## config.mk

```make
export PLATFORM = sky130hd
export DESIGN_NAME = mac_sequencer
export DESIGN_NICKNAME = d
export VERILOG_FILES = /design/src/rtl/mac_pkg.sv /design/src/rtl/mac_operand_latch.sv /design/src/rtl/mac_sequencer.sv
export SDC_FILE = /design/constraint.sdc
export NUM_CORES = 1
export LEC_CHECK = 0
export CAP_MARGIN = 20
export CORE_UTILIZATION = 53
export CTS_CLUSTER_SIZE = 14
export DETAILED_ROUTE_END_ITERATION = 12
export PLACE_DENSITY = 0.78
export SLEW_MARGIN = 20
export SYNTH_ARGS = -nofsm -noshare
export SYNTH_HDL_FRONTEND = slang
export SYNTH_HIERARCHICAL = 1
export SYNTH_SLANG_ARGS = --single-unit
```

## constraint.sdc

```tcl
create_clock -name clock -period 7.1 [get_ports clock]
set_clock_uncertainty 0.1 [all_clocks]
set_input_delay 1.065 -clock clock [delete_from_list [all_inputs] [get_ports clock]]
set_output_delay 1.065 -clock clock [all_outputs]
set_load 0.01 [all_outputs]
```

## src/rtl/mac_pkg.sv

```systemverilog
// -----------------------------------------------------------------------------
// mac_pkg
// Shared definitions for the MAC-extension sequencer: operand/accumulator
// widths, command encodings, FSM state encoding and a small op-class helper.
// -----------------------------------------------------------------------------
package mac_pkg;

    localparam int MAC_XLEN   = 32;
    localparam int MAC_ACC_W  = 2 * MAC_XLEN;
    // One shift-add step per multiplier bit.
    localparam int MULT_STEPS = MAC_XLEN;

    typedef enum logic [1:0] {
        MAC_OP_MUL   = 2'b00,
        MAC_OP_MAC   = 2'b01,
        MAC_OP_CLR   = 2'b10,
        MAC_OP_RDACC = 2'b11
    } mac_op_e;

    typedef enum logic [2:0] {
        ST_IDLE = 3'd0,
        ST_LOAD = 3'd1,
        ST_MULT = 3'd2,
        ST_ACC  = 3'd3,
        ST_RESP = 3'd4
    } mac_state_e;

    // MUL and MAC go through the multiplier; CLR and RDACC respond directly.
    function automatic logic is_mult_op(input mac_op_e op);
        return (op == MAC_OP_MUL) || (op == MAC_OP_MAC);
    endfunction

endpackage

```

## src/rtl/mac_operand_latch.sv

```systemverilog
// -----------------------------------------------------------------------------
// mac_operand_latch
// Holds {multiplier, multiplicand} from the accepting edge of a MUL/MAC
// command until the next such command.
//
// Ports:
//   clock   - system clock, rising edge
//   reset   - asynchronous, active-high reset (clears the register)
//   i_load  - capture i_data on this rising edge
//   i_data  - {second_operand, first_operand}
//   o_data  - registered operand pair
// -----------------------------------------------------------------------------
module mac_operand_latch
    import mac_pkg::*;
#(
    parameter int W = 2 * MAC_XLEN
) (
    input  logic         clock,
    input  logic         reset,
    input  logic         i_load,
    input  logic [W-1:0] i_data,
    output logic [W-1:0] o_data
);

    logic [W-1:0] r_data;

    // NOTE: sequential state is written with non-blocking assignments so every
    // flop samples pre-edge values regardless of statement order.
    always_ff @(posedge clock or posedge reset) begin
        if (reset) begin
            r_data <= '0;
        end else if (i_load) begin
            r_data <= i_data;
        end
    end

    assign o_data = r_data;

endmodule

```

## src/rtl/mac_sequencer.sv

```systemverilog
// -----------------------------------------------------------------------------
// mac_sequencer
// Multi-cycle unsigned multiply-accumulate controller. One command at a time:
// MUL/MAC run a fixed 32-step shift-add multiply (MAC also folds the product
// into a wrapping 64-bit accumulator); CLR and RDACC respond in one cycle.
//
// Ports:
//   clock, reset                 - clock (rising edge), async active-high reset
//   req_valid/req_ready          - command handshake (ready only in IDLE)
//   req_op                       - 00 MUL, 01 MAC, 10 CLR, 11 RDACC
//   first_operand/second_operand - multiplicand (rs1) / multiplier (rs2)
//   resp_valid/resp_ready        - result handshake
//   resp_data                    - result (product, accumulator or zero)
//   busy                         - high whenever the FSM is not in IDLE
//   acc_out                      - registered accumulator value
// -----------------------------------------------------------------------------
module mac_sequencer
    import mac_pkg::*;
#(
    parameter int XLEN  = MAC_XLEN,
    parameter int ACC_W = 2 * XLEN
) (
    input  logic             clock,
    input  logic             reset,
    input  logic             req_valid,
    output logic             req_ready,
    input  logic [1:0]       req_op,
    input  logic [XLEN-1:0]  first_operand,
    input  logic [XLEN-1:0]  second_operand,
    output logic             resp_valid,
    input  logic             resp_ready,
    output logic [ACC_W-1:0] resp_data,
    output logic             busy,
    output logic [ACC_W-1:0] acc_out
);

    localparam int                CNT_W     = $clog2(XLEN);
    localparam logic [CNT_W-1:0]  LAST_STEP = CNT_W'(XLEN - 1);

    mac_state_e       r_state;
    mac_op_e          r_op;
    logic [CNT_W-1:0] r_count;
    logic [ACC_W-1:0] r_product;
    logic [ACC_W-1:0] r_acc;
    logic [ACC_W-1:0] r_resp_data;
    logic             r_req_ready;
    logic             r_resp_valid;
    logic             r_busy;

    logic             w_accept;
    mac_op_e          w_req_op;
    logic             w_load;
    logic [ACC_W-1:0] w_operands;
    logic [XLEN-1:0]  w_mcand;
    logic [XLEN-1:0]  w_mplier;
    logic [ACC_W-1:0] w_addend;

    assign w_req_op = mac_op_e'(req_op);
    // r_req_ready is high only in IDLE, so this also gates on the state.
    assign w_accept = req_valid && r_req_ready;
    assign w_load   = w_accept && is_mult_op(w_req_op);

    mac_operand_latch #(.W(ACC_W)) u_operand_latch (
        .clock  (clock),
        .reset  (reset),
        .i_load (w_load),
        .i_data ({second_operand, first_operand}),
        .o_data (w_operands)
    );

    assign w_mcand  = w_operands[XLEN-1:0];
    assign w_mplier = w_operands[ACC_W-1:XLEN];
    // Partial product for the current step: zero-extended multiplicand << i.
    assign w_addend = {{(ACC_W - XLEN){1'b0}}, w_mcand} << r_count;

    // FSM with registered handshake/status outputs. Reset aborts any
    // in-flight command and clears the accumulator.
    always_ff @(posedge clock or posedge reset) begin
        if (reset) begin
            r_state      <= ST_IDLE;
            r_op         <= MAC_OP_MUL;
            r_count      <= '0;
            r_product    <= '0;
            r_acc        <= '0;
            r_resp_data  <= '0;
            r_req_ready  <= 1'b1;
            r_resp_valid <= 1'b0;
            r_busy       <= 1'b0;
        end else begin
            case (r_state)
                ST_IDLE: begin
                    if (w_accept) begin
                        r_op        <= w_req_op;
                        r_req_ready <= 1'b0;
                        r_busy      <= 1'b1;
                        case (w_req_op)
                            MAC_OP_MUL, MAC_OP_MAC: begin
                                r_product <= '0;
                                r_count   <= '0;
                                r_state   <= ST_LOAD;
                            end
                            MAC_OP_CLR: begin
                                r_acc        <= '0;
                                r_resp_data  <= '0;
                                r_resp_valid <= 1'b1;
                                r_state      <= ST_RESP;
                            end
                            default: begin // MAC_OP_RDACC
                                r_resp_data  <= r_acc;
                                r_resp_valid <= 1'b1;
                                r_state      <= ST_RESP;
                            end
                        endcase
                    end
                end
                ST_LOAD: begin
                    r_state <= ST_MULT;
                end
                ST_MULT: begin
                    if (w_mplier[r_count]) begin
                        r_product <= r_product + w_addend;
                    end
                    r_count <= r_count + CNT_W'(1);
                    if (r_count == LAST_STEP) begin
                        r_state <= ST_ACC;
                    end
                end
                ST_ACC: begin
                    // Accumulator wraps modulo 2^ACC_W; the response is the
                    // product alone, not the new sum.
                    if (r_op == MAC_OP_MAC) begin
                        r_acc <= r_acc + r_product;
                    end
                    r_resp_data  <= r_product;
                    r_resp_valid <= 1'b1;
                    r_state      <= ST_RESP;
                end
                ST_RESP: begin
                    if (resp_ready) begin
                        r_resp_valid <= 1'b0;
                        r_req_ready  <= 1'b1;
                        r_busy       <= 1'b0;
                        r_state      <= ST_IDLE;
                    end
                end
                default: begin
                    r_state      <= ST_IDLE;
                    r_req_ready  <= 1'b1;
                    r_resp_valid <= 1'b0;
                    r_busy       <= 1'b0;
                end
            endcase
        end
    end

    assign req_ready  = r_req_ready;
    assign resp_valid = r_resp_valid;
    assign resp_data  = r_resp_data;
    assign busy       = r_busy;
    assign acc_out    = r_acc;

endmodule

```

=== Yosys cells after proc, flatten, opt, wreduce, memory -nomap -nowiden ===
Cells that the tools add are included.

* Logic and storage cells: 81
* Output and inout bits: 131
* Register bits after elaboration: 269
* Input bits: 70

* Shift-type cells: 1
* $lt $le $gt $ge: 1
* Mux-type cells: 30
* Bitwise logic cells: 2
* Equal/unequal tests: 16
* $add $sub $neg: 3
* Reductions and logical operators: 18

{| class="wikitable"
|+ Operator list
! kind !! number
|-
| one-hot mux 64 bit (2 select lines) || 4
|-
| 2-to-1 mux 64 bit || 7
|-
| adder 64 bit || 2
|-
| left shift 32 x 5 -> 64 bit || 1
|-
| one-hot mux 3 bit (5 select lines) || 1
|-
| 2-to-1 mux 3 bit || 4
|-
| inequality test 2 bit (second input constant) || 6
|-
| AND reduction 3 bit || 4
|-
| AND reduction 4 bit || 3
|-
| 2-to-1 mux 5 bit || 2
|-
| one-hot mux 5 bit (2 select lines) || 1
|-
| 2-to-1 mux 1 bit || 7
|-
| equality test 3 x 2 -> 1 bit (second input constant) || 2
|-
| less-than comparator 5 x 6 -> 1 bit (second input constant) || 1
|-
| one-hot mux 1 bit (3 select lines) || 2
|-
| adder 5 x 1 -> 5 bit (second input constant) || 1
|-
| binary-select mux 1 bit (select 5 bit) || 1
|-
| equality test 5 bit (second input constant) || 1
|-
| equality test 2 x 1 -> 1 bit (second input constant) || 2
|-
| inequality test 2 x 1 -> 1 bit (second input constant) || 2
|-
| one-hot mux 1 bit (4 select lines) || 1
|-
| nonzero test 2 bit || 2
|-
| OR reduction 2 bit || 2
|-
| equality test 3 x 1 -> 1 bit (second input constant) || 1
|-
| other kinds (9) || 11
|}

=== Longest topological paths before layout ===
* Depth after elaboration: 5
* Depth in mapped cells: 24
* Depth with buffers taken out: 19

=== By module ===
The synthesis kept the hierarchy.

{| class="wikitable"
|+ By module, submodules not included
! module !! seq. area each (sq um) !! times used !! area each (sq um) !! cells each
|-
| mac_sequencer || 5131.2 || 1 || 17922.2 || 2243
|-
| mac_operand_latch || 1601.5 || 1 || 2682.6 || 136
|}

=== Least setup slack after synthesis ===
OpenSTA, ideal clock, no wires.

* Path kind: register to register
* Start: reg r_count[0]
* End: reg r_product[60]
* Stages on the path, launching flop included: 22
* Path buffers: 4
* Data arrival time: 4.507 ns
* Path slack: 2.367 ns
* Setup time: 0.126 ns
* Data required time: 6.874 ns
* Clock period less this slack: 4.733 ns
* Cell sequence: dfrtp_1 -> buf_6 -> buf_6 -> clkbuf_1 -> mux2_2 -> o21ai_0 -> nor2_1 -> a21oi_1 -> nand2_1 -> nand2_1 -> mux2i_1 -> ha_1 -> buf_6 -> a21o_1 -> or3_1 -> o31a_1 -> a211o_1 -> a31oi_4 -> o21ai_2 -> a41oi_4 -> o21ai_1 -> a221o_1

* Cells in the longest elaborated chain, start to end: 4
* Elaborated cells on any way between the ends: 8
* Those cells by class: 1 x add/sub; 1 x eq/ne; 1 x shift; 4 x mux; 1 x reduce/logical

{| class="wikitable"
|+ RTL lines
! what !! line !! text
|-
| start: declaration || mac_sequencer.sv:42 || <nowiki>logic [CNT_W-1:0] r_count;</nowiki>
|-
| start signal: assignment || mac_sequencer.sv:123 || <nowiki>r_count <= r_count + CNT_W'(1);</nowiki>
|-
| left shift 32 x 5 -> 64 bit or binary-select mux 1 bit (select 5 bit) (tied branches) || mac_sequencer.sv:74, mac_sequencer.sv:120 ||
|-
| adder 64 bit or 2-to-1 mux 1 bit (tied branches) || mac_sequencer.sv:121, mac_sequencer.sv:120 ||
|-
| 2-to-1 mux 64 bit or inequality test 2 bit (tied branches) || - ||
|-
| one-hot mux 64 bit (2 select lines) or AND reduction 4 bit (tied branches) || - ||
|-
| end signal: assignment || mac_sequencer.sv:121 || <nowiki>r_product <= r_product + w_addend;</nowiki>
|-
| end: declaration || mac_sequencer.sv:43 || <nowiki>logic [ACC_W-1:0] r_product;</nowiki>
|}

Parallel ways exist; a longest one is shown, timed or not. The select of a mux whose other input is x is not followed.
A chain may end at the register's enable or synchronous reset.

=== Worst setup path in the final report ===
* Start: reg r_count[0]
* End: reg r_product[62]

Same word-level chain as after synthesis.

==> metrics.txt <==
first-pass GRT wire length 95.1 mm; number of global-route vias before repair 17500; Pre-Repair DR Iteration Count 5; clk_lat worst skew 0.55 ns; Total Routing Usage GR 0.302; die footprint 39700 µm²; Initial Utilization 0.543; dominant register cell in the synthesized netlist dfrtp_1; Worst-Margin Slew 1.10 ns; R2R Setup Slk 1.46 ns; Via density 6.17; CTS Root Cell clkbuf_16; Setup Buffers After CTS 0; Req. time, crit path 7.42 ns; RSZ-0062 raised after global routing false; initial drt markers around 1400; Yosys top cell area share 0.325; synth unique cells 95; fin. max-slew vios 0; Synth Area per Inst 8.66 µm²; Crit. End Element flip-flop; Max Clk Rate 177 MHz; Crit Reg-Reg Startpoint r_count[0]; Routed Antenna Nets 0; layout cell share with drive strength beyond 1 0.0863; Final Hold Fails 0; Synthesis Warnings 6; vias after detailed routing 18600; Synth Instances about 2400; worst-path fanout max 40; Fillers 3263; initial antenna violation count 0; GR Overflow Total 0; crit-path max cell delay 0.98 ns; flops & latches, synth 269; I/O Pins 201; largest cells by area after synthesis dfrtp_1 (33%), ha_1 (7.8%), nand2_1 (6.2%); Die Wd between 150 and 200 µm; Syn Nets 2579; Tmin final approximately 5.6 ns; power density cells 138 nW/µm²; WL/cell 19.8 µm; number of enable flip-flop cells after synthesis 0; CTS H-tree lvls 2; crit path launch type flip-flop; DRC Markers 0; sequential area share after synthesis 0.327; min-delay src req_ready; antenna diode instance count 0; Detailed Place HPWL 44.8 mm; chip height 199 µm; Critical path destination r_product[62]; synth-to-layout area growth 15.4%; post_cts resized 0; worst relative slew slack 0.256; Critical R2R Capture r_product[62]; Crit-path slowest cell dfrtp_2; Post-synth ARST share 1.00; CTS buffer count 34; leakage 10.8 nW; CP startpoint r_count[0]; most frequent cell after synthesis nand2_1; Core Region ~38000 µm²; status finished clean; Final TNS setup 0 ns; Final period util 0.795; Site Rows 71; placed instance area around 23000 µm²; mapped cell area 20600 µm²; CP cell instances mux2_2 -> o21ai_0 -> nor2_1 -> nor2_1 -> nand2_1 -> nand2_1 -> mux2i_1 -> ha_1 -> a21o_1 -> a211oi_1 -> o311a_1 -> o221ai_1 -> nor3_1 -> a211oi_1 -> o221ai_1 -> a21oi_1 -> xnor2_1 -> o21ai_1; Crit Path Class flip-flop to flip-flop; CTS tree yes; Max-cap violations 0; GPL Wtd Cong 1.00; cells on worst reg2reg path 18; Reg clk slew, reported paths ~0.06 ns; hold buffers post-CTS 0; nets 2680; post-synth top area cell dfrtp_1; clock sink total 269; Hold WC Path Type flip-flop to flip-flop; Port Buffers 200; DRT Wirelength just under 60 mm; clock buffer depth 3; Final setup viols 0; fin util 0.627; design area 23800 µm²; VDD IR max 124 µV; largest net degree at the start of global routing ~110; Worst EP arrival 5.96 ns; top cells by count, synth nand2_1 (340), dfrtp_1 (268), nor2_1 (184), a21oi_1 (171), o21ai_0 (166)
==> sequential cells by signal (all words and copies together) (netlist names) <==
signal / count
busy: 1
r_state: 3
resp_data: 64
r_product: 64
req_ready: 1
acc_out: 64
r_op: 2
resp_valid: 1
r_count: 5
u_operand_latch/o_data: 64
==> where the power goes <==
group          internal, W  switching (W)  total [W]
registers          0.00153              0    0.00153
logic            0.0000415      0.0000497  0.0000913
clock network     0.000961       0.000694    0.00166
total              0.00254       0.000744    0.00328
==> routing by layer <==
| layer | vias to the layer above | GRT usage | wire length [µm] |
|---|---|---|---|
| met5 | - | 0 | 0 |
| met4 | 0 | 0.0838 | 1410 |
| met3 | 90 | 0.0419 | 4000 |
| met2 | 634 | 0.476 | 26700 |
| met1 | 8952 | 0.433 | 27500 |
| li1 | 8921 | - | - |
==> worst min-delay path by stage <==
stage	end	slack (ns)	depth (start not counted)
detailed placement	req_ready	0.38	2
CTS	req_ready	0.39	2
finish	req_ready	0.39	2
floorplan	u_operand_latch/o_data[34]	0.38	1
global route	req_ready	0.41	2
global placement	req_ready	0.38	2
==> kinds of logic (layout without fill, tap and decap cells) <==
kind of cell / after synthesis / count (layout) / share of synthesized area
XOR/XNOR: 103 / 103 / 0.0438
flip-flops: 269 / 269 / 0.327
adder cells (fa/ha/maj): 130 / 130 / 0.0797
AO/OA/AOI/OAI: 718 / 718 / 0.227
multiplexers: 151 / 151 / 0.103
AND/OR/NAND/NOR: 805 / 805 / 0.175
buffers and inverters: 203 / 328 / 0.0444
==> through the flow <==
step           hold WS, ns  power [W]  setup slack [ns]  std cells
2_1_floorplan        0.376    0.00160             0.341       2379
3_3_place_gp         0.377    0.00165              1.67       2955
3_5_place_dp         0.382    0.00165              1.56       2955
4_1_cts              0.392    0.00331              1.53       3015
5_1_grt              0.413    0.00337              1.06       3015
6_report             0.387    0.00328              1.46       3015
==> critical path: cells and delay by family, from the launching register on <==
kind            cells  cell delay [ns]
compound gates      9             2.02
xor+xnor            1             0.14
fa+ha+maj           1             0.43
flops               1             0.98
mux                 2             0.55
simple gates        5             1.30
==> final cells by class <==
type,count,area [µm²],share of cell area
multi-input combinational,1907,13000,0.547
sequential,269,6730,0.283
timing repair buffer,219,2160,0.0907
clock buffer,47,970,0.0408
tap,511,639,0.0269
inverter,49,191,0.00805
clock inverter,13,93.8,0.00394
==> cell usage in the layout, fill, tap and decap left out, types with 28 or more instances in the layout <==
master / instances
clkdlybuf4s50_1: 200
dfrtp_1: 267
inv_1: 45
a31oi_1: 87
o21bai_1: 30
nor2_1: 182
nand3_1: 106
mux2_4: 60
xor2_1: 53
nand4_1: 33
clkbuf_16: 34
xnor2_1: 50
a21o_1: 65
nor3_1: 28
o21ai_0: 166
ha_1: 128
nand2_1: 340
mux2i_1: 55
a21oi_1: 170
Power figures use the tool's default switching activity.
